$ cat src/rtl/lb_window_ctrl.sv
`timescale 1ns/1ps
// Sequencer for the 3-row line-buffer chain feeding the 3x3 window datapath.
// Define LB_CTRL_FLUSH_EN to inject end-of-frame flush beats for the final row/column.
module lb_window_ctrl #(
  parameter int unsigned IMG_WIDTH  = 1280,
  parameter int unsigned IMG_HEIGHT = 720,
  parameter int unsigned CW         = 11,
  parameter int unsigned RW         = 10
) (
  input  logic          clk,
  input  logic          rst_n,
  input  logic          frame_start,
  input  logic          valid_in,
  output logic          in_ready,
  output logic          lb_valid,
  output logic          lb_flush,
  output logic          win_valid,
  output logic [CW-1:0] win_col,
  output logic [RW-1:0] win_row,
  output logic          edge_top,
  output logic          edge_bot,
  output logic          edge_left,
  output logic          edge_right,
  output logic          frame_done,
  output logic          err_abort
);

  localparam int unsigned   LW        = CW + 1;
  localparam logic [CW-1:0] LastCol   = CW'(IMG_WIDTH - 1);
  localparam logic [RW-1:0] LastRow   = RW'(IMG_HEIGHT - 1);
  localparam logic [LW-1:0] LeadBeats = LW'(IMG_WIDTH + 1);

  typedef enum logic [1:0] {StIdle, StRun, StFlush, StDone} state_e;

  state_e        state_q, state_d;
  logic [CW-1:0] in_col_q, in_col_d, cen_col_q, cen_col_d, win_col_q, win_col_d;
  logic [RW-1:0] in_row_q, in_row_d, cen_row_q, cen_row_d, win_row_q, win_row_d;
  logic [LW-1:0] lead_q, lead_d;
  logic          win_valid_q, win_valid_d;
  logic          edge_top_q, edge_top_d, edge_bot_q, edge_bot_d;
  logic          edge_left_q, edge_left_d, edge_right_q, edge_right_d;
  logic          frame_done_q, frame_done_d, err_abort_q, err_abort_d;
  logic          accept, flush_beat, beat, centre, last_in;
`ifdef LB_CTRL_FLUSH_EN
  logic [LW-1:0] flush_cnt_q, flush_cnt_d;
`endif

  assign in_ready = (state_q == StRun);
`ifdef LB_CTRL_FLUSH_EN
  assign flush_beat = (state_q == StFlush);
`else
  assign flush_beat = 1'b0;
`endif
  assign accept   = valid_in & in_ready;
  assign beat     = accept | flush_beat;
  // The centre trails the stream by one line plus one pixel.
  assign centre   = beat & (lead_q == LeadBeats);
  assign last_in  = (in_col_q == LastCol) && (in_row_q == LastRow);
  assign lb_valid = beat;
  assign lb_flush = flush_beat;

  always_comb begin
    state_d      = state_q;
    in_col_d     = in_col_q;
    in_row_d     = in_row_q;
    cen_col_d    = cen_col_q;
    cen_row_d    = cen_row_q;
    lead_d       = lead_q;
    win_valid_d  = centre;
    win_col_d    = centre ? cen_col_q : win_col_q;
    win_row_d    = centre ? cen_row_q : win_row_q;
    edge_top_d   = centre ? (cen_row_q == '0) : edge_top_q;
    edge_bot_d   = centre ? (cen_row_q == LastRow) : edge_bot_q;
    edge_left_d  = centre ? (cen_col_q == '0) : edge_left_q;
    edge_right_d = centre ? (cen_col_q == LastCol) : edge_right_q;
    frame_done_d = (state_q == StDone);
    err_abort_d  = frame_start & ((state_q == StRun) | (state_q == StFlush));
`ifdef LB_CTRL_FLUSH_EN
    flush_cnt_d  = flush_cnt_q;
`endif

    unique case (state_q)
      StIdle: ;
      StRun: begin
        if (accept) begin
          if (last_in) begin
`ifdef LB_CTRL_FLUSH_EN
            state_d = StFlush;
`else
            state_d = StDone;
`endif
          end else if (in_col_q == LastCol) begin
            in_col_d = '0;
            in_row_d = in_row_q + RW'(1);
          end else begin
            in_col_d = in_col_q + CW'(1);
          end
        end
      end
      StFlush: begin
`ifdef LB_CTRL_FLUSH_EN
        flush_cnt_d = flush_cnt_q + LW'(1);
        if (flush_cnt_q == LW'(IMG_WIDTH)) state_d = StDone;
`else
        state_d = StIdle;
`endif
      end
      StDone:  state_d = StIdle;
      default: state_d = StIdle;
    endcase

    if (beat && !centre) lead_d = lead_q + LW'(1);

    // Centre counters saturate on the last centre instead of wrapping.
    if (centre) begin
      if (cen_col_q != LastCol) begin
        cen_col_d = cen_col_q + CW'(1);
      end else if (cen_row_q != LastRow) begin
        cen_col_d = '0;
        cen_row_d = cen_row_q + RW'(1);
      end
    end

    // A new frame overrides everything, including a beat in the same cycle.
    if (frame_start) begin
      state_d     = StRun;
      in_col_d    = '0;
      in_row_d    = '0;
      cen_col_d   = '0;
      cen_row_d   = '0;
      lead_d      = '0;
      win_valid_d = 1'b0;
`ifdef LB_CTRL_FLUSH_EN
      flush_cnt_d = '0;
`endif
    end
  end

  always_ff @(posedge clk or negedge rst_n) begin
    if (!rst_n) begin
      state_q      <= StIdle;
      in_col_q     <= '0;
      in_row_q     <= '0;
      cen_col_q    <= '0;
      cen_row_q    <= '0;
      lead_q       <= '0;
      win_valid_q  <= 1'b0;
      win_col_q    <= '0;
      win_row_q    <= '0;
      edge_top_q   <= 1'b0;
      edge_bot_q   <= 1'b0;
      edge_left_q  <= 1'b0;
      edge_right_q <= 1'b0;
      frame_done_q <= 1'b0;
      err_abort_q  <= 1'b0;
`ifdef LB_CTRL_FLUSH_EN
      flush_cnt_q  <= '0;
`endif
    end else begin
      state_q      <= state_d;
      in_col_q     <= in_col_d;
      in_row_q     <= in_row_d;
      cen_col_q    <= cen_col_d;
      cen_row_q    <= cen_row_d;
      lead_q       <= lead_d;
      win_valid_q  <= win_valid_d;
      win_col_q    <= win_col_d;
      win_row_q    <= win_row_d;
      edge_top_q   <= edge_top_d;
      edge_bot_q   <= edge_bot_d;
      edge_left_q  <= edge_left_d;
      edge_right_q <= edge_right_d;
      frame_done_q <= frame_done_d;
      err_abort_q  <= err_abort_d;
`ifdef LB_CTRL_FLUSH_EN
      flush_cnt_q  <= flush_cnt_d;
`endif
    end
  end

  assign win_valid  = win_valid_q;
  assign win_col    = win_col_q;
  assign win_row    = win_row_q;
  assign edge_top   = edge_top_q;
  assign edge_bot   = edge_bot_q;
  assign edge_left  = edge_left_q;
  assign edge_right = edge_right_q;
  assign frame_done = frame_done_q;
  assign err_abort  = err_abort_q;

endmodule

$ cat config.mk
export PLATFORM = sky130hd
export DESIGN_NAME = lb_window_ctrl
export DESIGN_NICKNAME = d
export VERILOG_FILES = /design/src/rtl/lb_window_ctrl.sv
export SDC_FILE = /design/constraint.sdc
export NUM_CORES = 1
export LEC_CHECK = 0
export CORE_MARGIN = 1
export CORE_UTILIZATION = 39
export DETAILED_ROUTE_END_ITERATION = 10
export SYNTH_ARGS = -nofsm -noshare
export SYNTH_HDL_FRONTEND = slang
export SYNTH_SLANG_ARGS = --single-unit
$ cat constraint.sdc
create_clock -name clk -period 4.5 [get_ports clk]
set_input_delay 0.9 -clock clk [delete_from_list [all_inputs] [get_ports clk]]
set_output_delay 0.9 -clock clk [all_outputs]
set_load 0.02 [all_outputs]
=== Yosys cells after proc, flatten, opt, wreduce, memory -nomap -nowiden ===
Index checks and enable logic that the tools add are counted.

* $add $sub $neg: 5
* Eq/ne operators: 14
* Muxes and demuxes: 25
* Bitwise logic cells: 4
* Reductions and logical operators: 19

{| class="wikitable"
|+ Operators by type and width
! kind !! count
|-
| $mux W11 || 9
|-
| $mux W10 || 9
|-
| $mux W12 || 2
|-
| $add A11 B1 Y11 const B || 2
|-
| $eq A11 B11 Y1 const B || 2
|-
| $add A10 B1 Y10 const B || 2
|-
| $eq A10 B10 Y1 const B || 2
|-
| $add A12 B1 Y12 const B || 1
|-
| $eq A12 B11 Y1 const B || 1
|-
| $reduce_bool A2 Y1 || 6
|-
| $logic_not A11 Y1 || 1
|-
| $ne A11 B11 Y1 const B || 1
|-
| $logic_not A10 Y1 || 1
|-
| $ne A10 B10 Y1 const B || 1
|-
| $reduce_and A3 Y1 || 3
|-
| $mux W2 || 3
|-
| $ne A3 B2 Y1 const B || 2
|-
| $reduce_bool A3 Y1 || 2
|-
| $eq A2 B2 Y1 const B || 2
|-
| $ne A2 B2 Y1 const B || 2
|-
| $pmux W2 S2 || 1
|-
| $reduce_and A4 Y1 || 1
|-
| $and A1 B1 Y1 || 3
|-
| $eq A2 B1 Y1 const B || 1
|-
| 6 further kinds || 7
|}

* Register bits: 84
* Input port bits: 4
* Output and inout bits: 31
* Word-level logic and storage cells: 82

=== Longest topological paths before layout ===
Gate-level depths: netlist (run 1).

* Depth in word-level cells: 7
* Depth in mapped cells: 9
* Depth with buffers taken out: 8

=== Least setup slack after synthesis (run 1) ===
Ideal clock, no wire load.

* Path kind: input port to output port
* From: in valid_in
* To: out lb_valid
* Arrival: 1633 ps
* Data required time: 3600 ps
* Slack: 1967 ps
* Stages on the path: 3
* Path buffers: 1
* Cells stage by stage: nand2_1 > clkinv_1 > clkbuf_1

* Longest elaborated chain between the ends: 1

{| class="wikitable"
|+ RTL lines
! element !! RTL line !! source
|-
| start: declaration || 13 || <nowiki>input logic valid_in,</nowiki>
|-
| $and A1 B1 Y1 || 54 || <nowiki>assign accept = valid_in & in_ready;</nowiki>
|-
| end: declaration || 15 || <nowiki>output logic lb_valid,</nowiki>
|}

No other way between the ends.

=== Worst setup path after layout (run 1) ===
Same ends and word-level chain as after synthesis.

==> flow_summary.yaml, run 1 <==
outcome:
  outcome: "complete, no violations"
floorplanning:
  die_x_um: 105
  initial_core_util_pct: 40.1
  placementRows: 37
  fp.dieH_um: 105
  io_pins: 35
  core-area_um2: 10300
  fp.dieArea_um2: 11000
worst_setup_path:
  worstPathRequired_ns: 3.60
  cp-startpoint: "valid_in"
  start_kind: "input port"
  cp_data_arrival_time_ns: 2.55
  r2r-start: "cen_col_q[1]"
  cp_max_fo: 9
  critPathKind: "in2out"
  worstSetupEndpointType: "output port"
logic_synthesis:
  ys.flop_type: "dfrtp_1"
  synth_area_um2: 4140
  synth_area_leaders: "dfrtp_1 (51%), mux2_2 (4.9%), xnor2_1 (3.6%), nor2_1 (3.5%), xor2_1 (3.4%)"
  synth_edf_count: 0
  ys_async_sr_fraction_pct: 100
  yosysWarningCount: 0
  ys_ff_latch: 84
  synth_common_cells: "dfrtp_1 (84), nor2_1 (39), nand2_1 (26), o21ai_0 (19), mux2_2 (18)"
  synthMostInstantiatedCell: "dfrtp_1"
  syn_avg_cell_area_um2: 10.2
  synth_fp_nets: 420
  yosysSeqAreaShare_pct: 50.8
  syn_inst: 405
  synth_cell_types: 49
  synth_top_area_cell: "dfrtp_1"
  synth_top_area_share_pct: 50.8
routing:
  wire_per_inst_um: 14.0
  drc: 0
  dr_total_vias: 3090
  ant_nets: 0
  viasPerCell: 5.32
  drt_iter0_drc: 83
  wl_um: 8140
  dr.pass1.iters: 4
placed_design:
  hpwl_um: 5610
  place_ws_ns: 1.07
  place_congestion: 0.820
  port_buffers: 33
timing:
  slew_violations: 0
  fmax_mhz: 290
  relSlewSlack_pct: 48.2
  finClkSkew_ns: 0.0106
  fin_crit_sh_pct: 76.7
  worst_pin_slew_ns: 0.770
  min_period_ns: 3.45
  setup_viol: 0
  grt_setup_unrepaired: "no"
  setup_slack_ns: 1.05
  hold_viol_final: 0
  tns_ns: 0
clocking:
  root_buffer: "clkbuf_8"
  tritoncts: "yes"
  post_cts_buffers: 0
  cts_made_buffers: 9
  insertion_delay_ns: 0.36
  clk_pin_slew_ns: 0.09
  htree_levels: 3
  cts_hold_buf: 0
  cts_resized: 0
  clk_path_buf_depth: 2
  clkSinkCount: 84
cells_and_area:
  nets: 455
  area_growth_syn_to_layout_pct: 16.2
  drive_gt1_share_pct: 11.0
  diodes: 0
  fillers: 973
  final_util_pct: 46.6
power_and_ir_drop:
  p_leak_nw: 2.12
  power_per_cell_area_nw_per_um2: 279
  peakVddDrop_uv: 146
global_route:
  grt_max_degree: 45
  grt_pass1_vias: 3013
  grt_pass1_wl_um: 14500
  track_usage_pct: 16.4
  antenna_found_initial: 0
  overflow: 0
job:
  drv_cap: 0
hold_path:
  hold_class: "reg2reg"
  hold_path.startpoint: "win_col[0]"
==> final cells by class <==
type | count | area (um2) | share of cell area (%)
inverter | 13 | 48.8 | 1.01
clock buffer | 10 | 138 | 2.86
multi-input combinational | 292 | 1930 | 40.1
timing repair buffer | 40 | 375 | 7.80
clock inverter | 6 | 46.3 | 0.962
sequential | 84 | 2100 | 43.7
tap | 136 | 170 | 3.54
==> layout by cell type (no fill, tap or decap), types with 2 or more instances in the layout <==
master	n
xnor2_1	17
nand2b_1	5
a211oi_1	2
nor3_1	17
a22oi_1	2
a31oi_1	2
nand3_1	17
clkinv_2	2
and2_1	2
or3_1	7
clkdlybuf4s50_1	31
a22o_1	3
nor2_1	39
a21o_1	3
ha_1	11
mux2_2	18
nor3b_1	2
o21ai_0	19
and3_1	14
nor4b_1	3
nor4_1	6
clkbuf_8	10
o31ai_1	2
nor2b_1	5
inv_1	12
mux2i_1	2
nand2_1	26
buf_4	8
a21oi_1	15
xor2_1	16
nand4_1	16
dfrtp_1	84
and4_1	4
==> worst max-delay path, cell delays in order <==
cell	delay (ns)
clkdlybuf4s50_1	0.43
nand2_1	0.31
clkinv_1	0.29
clkdlybuf4s50_1	0.61
==> routing by layer <==
metal  track usage [%]  up-vias  part of all wire (%)
met4              5.43        0                   1.7
met2              27.0       46                    47
met1              21.3     1523                    48
li1                  -     1507                     -
met5                 0        -                     0
met3              3.93       14                   2.8
==> through the flow <==
step	power (mW)	instances	instance area, um2	hold slack, ns
after floorplan	0.820	405	4140	0.497
after global placement	0.854	565	4630	0.472
after detailed placement	0.855	565	4630	0.472
after CTS	1.37	581	4810	0.493
after global routing	1.40	581	4810	0.516
final	1.34	581	4810	0.483
==> cell families after synthesis <==
family                     Yosys count  synth area share, %
DFF                                 84                 50.8
other                                1               0.0905
and+or+nand+nor                    173                 22.8
AOI/OAI and AO/OA                   53                 7.67
buffers and inverters               29                 2.75
muxes                               21                 5.65
adders and majority gates           11                 3.32
xor gates and xnor gates            33                 6.98
==> power by group <==
group	internal [mW]	total, mW	leakage (nW)	switching (mW)
clock network	0.220	0.505	0.0946	0.285
logic	0.0210	0.0697	0.867	0.0486
registers	0.761	0.769	1.16	0.00758
==> sequential cells by signal, indices dropped and copies added, names as in the netlist <==
name / count
lead_q: 12
cen_col_q: 11
in_col_q: 11
win_col: 11
cen_row_q: 10
in_row_q: 10
win_row: 10
state_q: 2
edge_bot: 1
edge_left: 1
edge_right: 1
edge_top: 1
err_abort: 1
frame_done: 1
win_valid: 1
==> final timing paths <==
| path | to | slack, ns | cells after the start |
|---|---|---|---|
| hold reg to reg | win_col[0] | 0.48 | 2 |
| min in group asynchronous | win_row[2] | 0.50 | 1 |
| setup / recovery | lb_valid | 1.05 | 4 |
| setup reg to reg | cen_col_q[0] | 1.76 | 6 |
| hold / removal | win_col[0] | 0.48 | 2 |
| max in group asynchronous | in_col_q[0] | 3.05 | 2 |
Power figures use the tool's default switching activity.
==> run 2, diff against run 1 <==
==> constraint.sdc (replaced) <==
create_clock -name clk -period 3.35 [get_ports clk]
set_input_delay 0.67 -clock clk [delete_from_list [all_inputs] [get_ports clk]]
set_output_delay 0.67 -clock clk [all_outputs]
set_load 0.02 [all_outputs]
==> run 2 against run 1 <==
- global-route usage fell by 0.10 points
- core utilization rose by 0.50 points
- wire length rose by 1.7%
- largest cell class unchanged
- first-iteration DRC count grew 54%
- cell count stayed put
- register-to-register slack worse by 1.0 ns
- clock-buffer cell count is 1 higher
- largest power group unchanged
- critical endpoint unchanged
- total power is 46% higher
- clock skew grew 0.0027 ns
- sequential power is 34% higher
- sequential cell count did not move
==> flow_summary.yaml, run 2 (synthesis results as in run 1) <==
routing:
  wire_per_inst_um: 14.2
  wl_um: 8280
  wl_met2_um: 3880
  ant_nets: 0
  wl_met1_um: 4130
  routed.top_layer: "met4"
  route.met3.wl_um: 217
  drt_iter0_drc: 128
  dr.pass1.iters: 4
  drc: 0
  dr_total_vias: 3086
  viasPerCell: 5.31
clocking:
  clkSinkCount: 84
  post_cts_buffers: 0
  clk_pin_slew_ns: 0.08
  cts_resized: 0
  insertion_delay_ns: 0.35
  clk_path_buf_depth: 2
  htree_levels: 3
  tritoncts: "yes"
  cts_made_buffers: 9
  cts_hold_buf: 0
  root_buffer: "clkbuf_8"
cells_and_area:
  largest_register_ffs: 12
  layout_commonest_cell: "dfrtp_1"
  diodes: 0
  nets: 455
  fillers: 980
  drive_gt1_share_pct: 11.0
  layout_common_cells: "dfrtp_1 (84), nor2_1 (39), clkdlybuf4s50_1 (31)"
  area_growth_syn_to_layout_pct: 17.4
  regMostFlops: "lead_q"
global_route:
  grt_pass1_wl_um: 14500
  track_usage_pct: 16.3
  grt_max_degree: 85
  grt_pass1_vias: 3102
  antenna_found_initial: 0
  overflow: 0
placed_design:
  hpwl_um: 5540
  place_congestion: 0.750
  place_ws_ns: 0.598
  port_buffers: 33
timing:
  min_period_ns: 2.70
  setup_viol: 0
  hold_viol_final: 0
  whs_ns: 0.485
  finClkSkew_ns: 0.0133
  fin_crit_sh_pct: 80.6
  grt_setup_unrepaired: "no"
  worst_pin_slew_ns: 1.04
  setup_slack_ns: 0.651
  fmax_mhz: 370
  slew_violations: 0
  relSlewSlack_pct: 30.4
  tns_ns: 0
power_and_ir_drop:
  p_comb_share_pct: 4.9
  p_int_mw: 1.51
  p_sw_share_pct: 22.9
  power_per_cell_area_nw_per_um2: 404
  clock_power_share_pct: 42.5
  power.total_mw: 1.96
  p_leak_nw: 2.14
  peakVddDrop_uv: 222
  pwr-share-seq_pct: 52.6
  p_switching_uw: 449
worst_setup_path:
  path_buf_inv: 3
  cp_max_fo: 6
  path_cells: "clkdlybuf4s50_1 -> nand2_1 -> clkinv_1 -> clkdlybuf4s50_1"
  cp_data_arrival_time_ns: 2.03
  critPathKind: "in2out"
  crit_path_max_incr_delay_ns: 0.63
  cp_top_family: "buffers and inverters"
  worstPathRequired_ns: 2.68
  start_kind: "input port"
  worstSetupEndpointType: "output port"
  crit_slowest_cell: "clkdlybuf4s50_1"
  path_common_cell: "clkdlybuf4s50_1"
floorplanning:
  initial_core_util_pct: 40.1
  placementRows: 37
  io_pins: 35
  core-area_um2: 10300
  fp.dieH_um: 105
  fp.dieArea_um2: 11000
  die_x_um: 105
job:
  drv_cap: 0
outcome:
  outcome: "complete, no violations"
hold_path:
  hold_class: "reg2reg"
run 2: power groups by stage:
stage	clock network [mW]	logic [mW]	registers, mW
floorplan	0	0.0482	1.05
detailed placement	0	0.0988	1.05
global placement	0	0.0987	1.05
global route	0.897	0.111	1.03
CTS	0.856	0.0993	1.03
finish	0.834	0.0958	1.03
run 2: final cells by class:
cell class,instances,area (um2),share of cell area [%]
clock inverter,5,83.8,1.72
tap,136,170,3.50
multi-input combinational,292,1930,39.7
sequential,84,2100,43.2
inverter,13,48.8,1.00
timing repair buffer,40,375,7.72
clock buffer,11,151,3.11
run 2: final timing paths:
check,start,to,slack [ns],depth (start not counted)
worst min register to register,edge_top,edge_top,0.49,2
worst max register to register,in_col_q[0],in_row_q[3],0.75,6
max in group asynchronous,rst_n,in_col_q[8],2.18,1
worst max-delay path,valid_in,lb_valid,0.65,4
worst min-delay path,edge_top,edge_top,0.49,2
min in group asynchronous,rst_n,win_row[2],0.50,1
run 2: per-stage QoR:
step | std cells | util [%] | cell area (um2)
CTS | 581 | 47.1 | 4860
finish | 581 | 47.1 | 4860
floorplan | 405 | - | 4140
detailed placement | 565 | 44.8 | 4630
global route | 581 | 47.1 | 4860
global placement | 565 | 44.8 | 4630
run 2: metal layers:
layer	GRT usage, %	vias up
met5	0	-
met4	6.34	0
met3	2.68	4
li1	-	1506
met1	22.2	1533
met2	26.1	43
run 2: worst reg2reg max path, stage by stage, from the launching register on:
cell     delay [ns]
dfrtp_1        0.41
ha_1           0.22
nand4_2        0.18
or4_1          0.69
nor3_4         0.42
and4_1         0.25
mux2_1         0.32
==> run 3, diff against run 2 <==
==> constraint.sdc (replaced) <==
create_clock -name clk -period 2.4 [get_ports clk]
set_input_delay 0.48 -clock clk [delete_from_list [all_inputs] [get_ports clk]]
set_output_delay 0.48 -clock clk [all_outputs]
set_load 0.02 [all_outputs]
==> run 3 against run 2 <==
- first-iteration DRC count grew 8.6%
- cell area grew 1.6%
- sequential share of layout area shrank 0.68 points
- clock-buffer cell count shrank 2
- sequential power grew 40%
==> flow_summary.yaml, run 3 (synthesis results as in run 1) <==
hold_path:
  hold_class: "in2async"
routing:
  drc: 0
  wire_per_inst_um: 14.4
  viasPerCell: 5.27
  dr.pass1.iters: 4
  drt_iter0_drc: 139
  ant_nets: 0
  wl_um: 8580
  dr_total_vias: 3149
clocking:
  cts_made_buffers: 9
  clk_path_buf_depth: 2
  clk_pin_slew_ns: 0.10
  htree_levels: 3
  tritoncts: "yes"
  cts_hold_buf: 0
  clkSinkCount: 84
  insertion_delay_ns: 0.36
  root_buffer: "clkbuf_8"
global_route:
  grt_pass1_wl_um: 14500
  overflow: 0
  grt_max_degree: 52
  antenna_found_initial: 0
  track_usage_pct: 16.6
  grt_pass1_vias: 3081
worst_setup_path:
  cp-startpoint: "in_col_q[1]"
  worstPathRequired_ns: 2.65
  r2r-start: "in_col_q[1]"
  cp_max_fo: 4
  critPathKind: "reg2reg"
  reg2reg_slack_ns: 0.15
  start_kind: "flip-flop"
  rr_worst_depth: 6
  cp_data_arrival_time_ns: 2.50
  critPathCapture: "in_row_q[3]"
  r2r_end: "in_row_q[3]"
  worstSetupEndpointType: "flip-flop"
timing:
  finClkSkew_ns: 0.0168
  tns_ns: 0
  setup_slack_ns: 0.150
  fin_crit_sh_pct: 93.8
  whs_ns: 0.0571
  hold_viol_final: 0
  min_period_ns: 2.25
  grt_setup_unrepaired: "no"
  slew_violations: 0
  fmax_mhz: 444
  setup_viol: 0
cells_and_area:
  area_growth_syn_to_layout_pct: 19.3
  diodes: 0
  multi_input_area_um2: 1930
  nets: 471
  largest_register_ffs: 12
  drive_gt1_share_pct: 14.1
  fillers: 990
  layout_commonest_cell: "dfrtp_1"
  layout_common_cells: "dfrtp_1 (84), nor2_1 (39), clkdlybuf4s50_1 (30)"
  seqCellArea_um2: 2100
  regMostFlops: "lead_q"
  final_util_pct: 47.9
floorplanning:
  die_x_um: 105
  initial_core_util_pct: 40.1
  fp.dieArea_um2: 11000
  fp.dieH_um: 105
  io_pins: 35
  placementRows: 37
  core-area_um2: 10300
job:
  drv_cap: 0
placed_design:
  port_buffers: 33
  hpwl_um: 5880
  place_congestion: 0.805
  place_ws_ns: 0.115
outcome:
  outcome: "complete, no violations"
power_and_ir_drop:
  peakVddDrop_uv: 221
  power_per_cell_area_nw_per_um2: 515
  p_leak_nw: 2.20
## run 3: cell types whose count changed in the layout (fill, tap and decap cells not counted)
cell             previous run  this run
buf_12                      0         1
buf_4                       8        23
bufinv_16                   2         0
clkbuf_8                   11         9
clkdlybuf4s50_1            31        30
clkinv_2                    0         1
dlygate4sd2_1               0         1
inv_6                       0         2
inv_8                       0         1
## run 3: how the worst min path moves through the flow
stage	end	slack, ns	start
6_report	edge_top	0.06	rst_n
5_1_grt	win_row[2]	0.08	rst_n
4_1_cts	edge_top	0.07	rst_n
3_5_place_dp	win_row[2]	0.46	rst_n
3_3_place_gp	win_row[2]	0.46	rst_n
2_1_floorplan	cen_col_q[0]	0.18	rst_n
## run 3: per-layer routing
metal | routed length, um | vias to the layer above | track usage (%)
met1 | 4100 | 1546 | 21.2
met5 | 0 | - | 0
met3 | 219 | 7 | 3.37
li1 | - | 1542 | -
met2 | 4170 | 54 | 27.6
met4 | 95 | 0 | 6.54
## run 3: area by class of cell
class | count | share of cell area (%)
Sequential cell | 84 | 42.5
Multi-Input combinational cell | 292 | 39.1
Timing Repair Buffer | 56 | 10.3
Tap cell | 136 | 3.44
Clock buffer | 9 | 2.51
Clock inverter | 7 | 1.16
Inverter | 13 | 0.988
## run 3: worst max-delay path: stages, from the launching register on
cell,delay (ns)
dfrtp_1,0.42
ha_1,0.26
nand4_2,0.12
or4_1,0.60
nor3_4,0.21
and4_1,0.22
mux2_1,0.32
## run 3: per-stage QoR
stage	area, um2	instances	power, mW
finish	4940	597	2.54
global placement	4750	579	1.62
floorplan	4140	405	1.54
global route	4940	597	2.66
detailed placement	4750	579	1.62
CTS	4930	595	2.58
## run 3: report_power, final
part	switching (mW)	internal [mW]	total [mW]	leakage, nW
clock	0.564	0.390	0.955	0.0881
sequential	0.0130	1.43	1.44	1.16
combinational	0.0982	0.0513	0.149	0.946
## run 3: what timing repair did
item | in CTS | in global routing
hold endpoints to repair | 0 | 0
setup endpoints to repair | 1 | 2
gates resized for setup | 1 | 0
pin swaps | 0 | 1
buffers inserted | 0 | 2
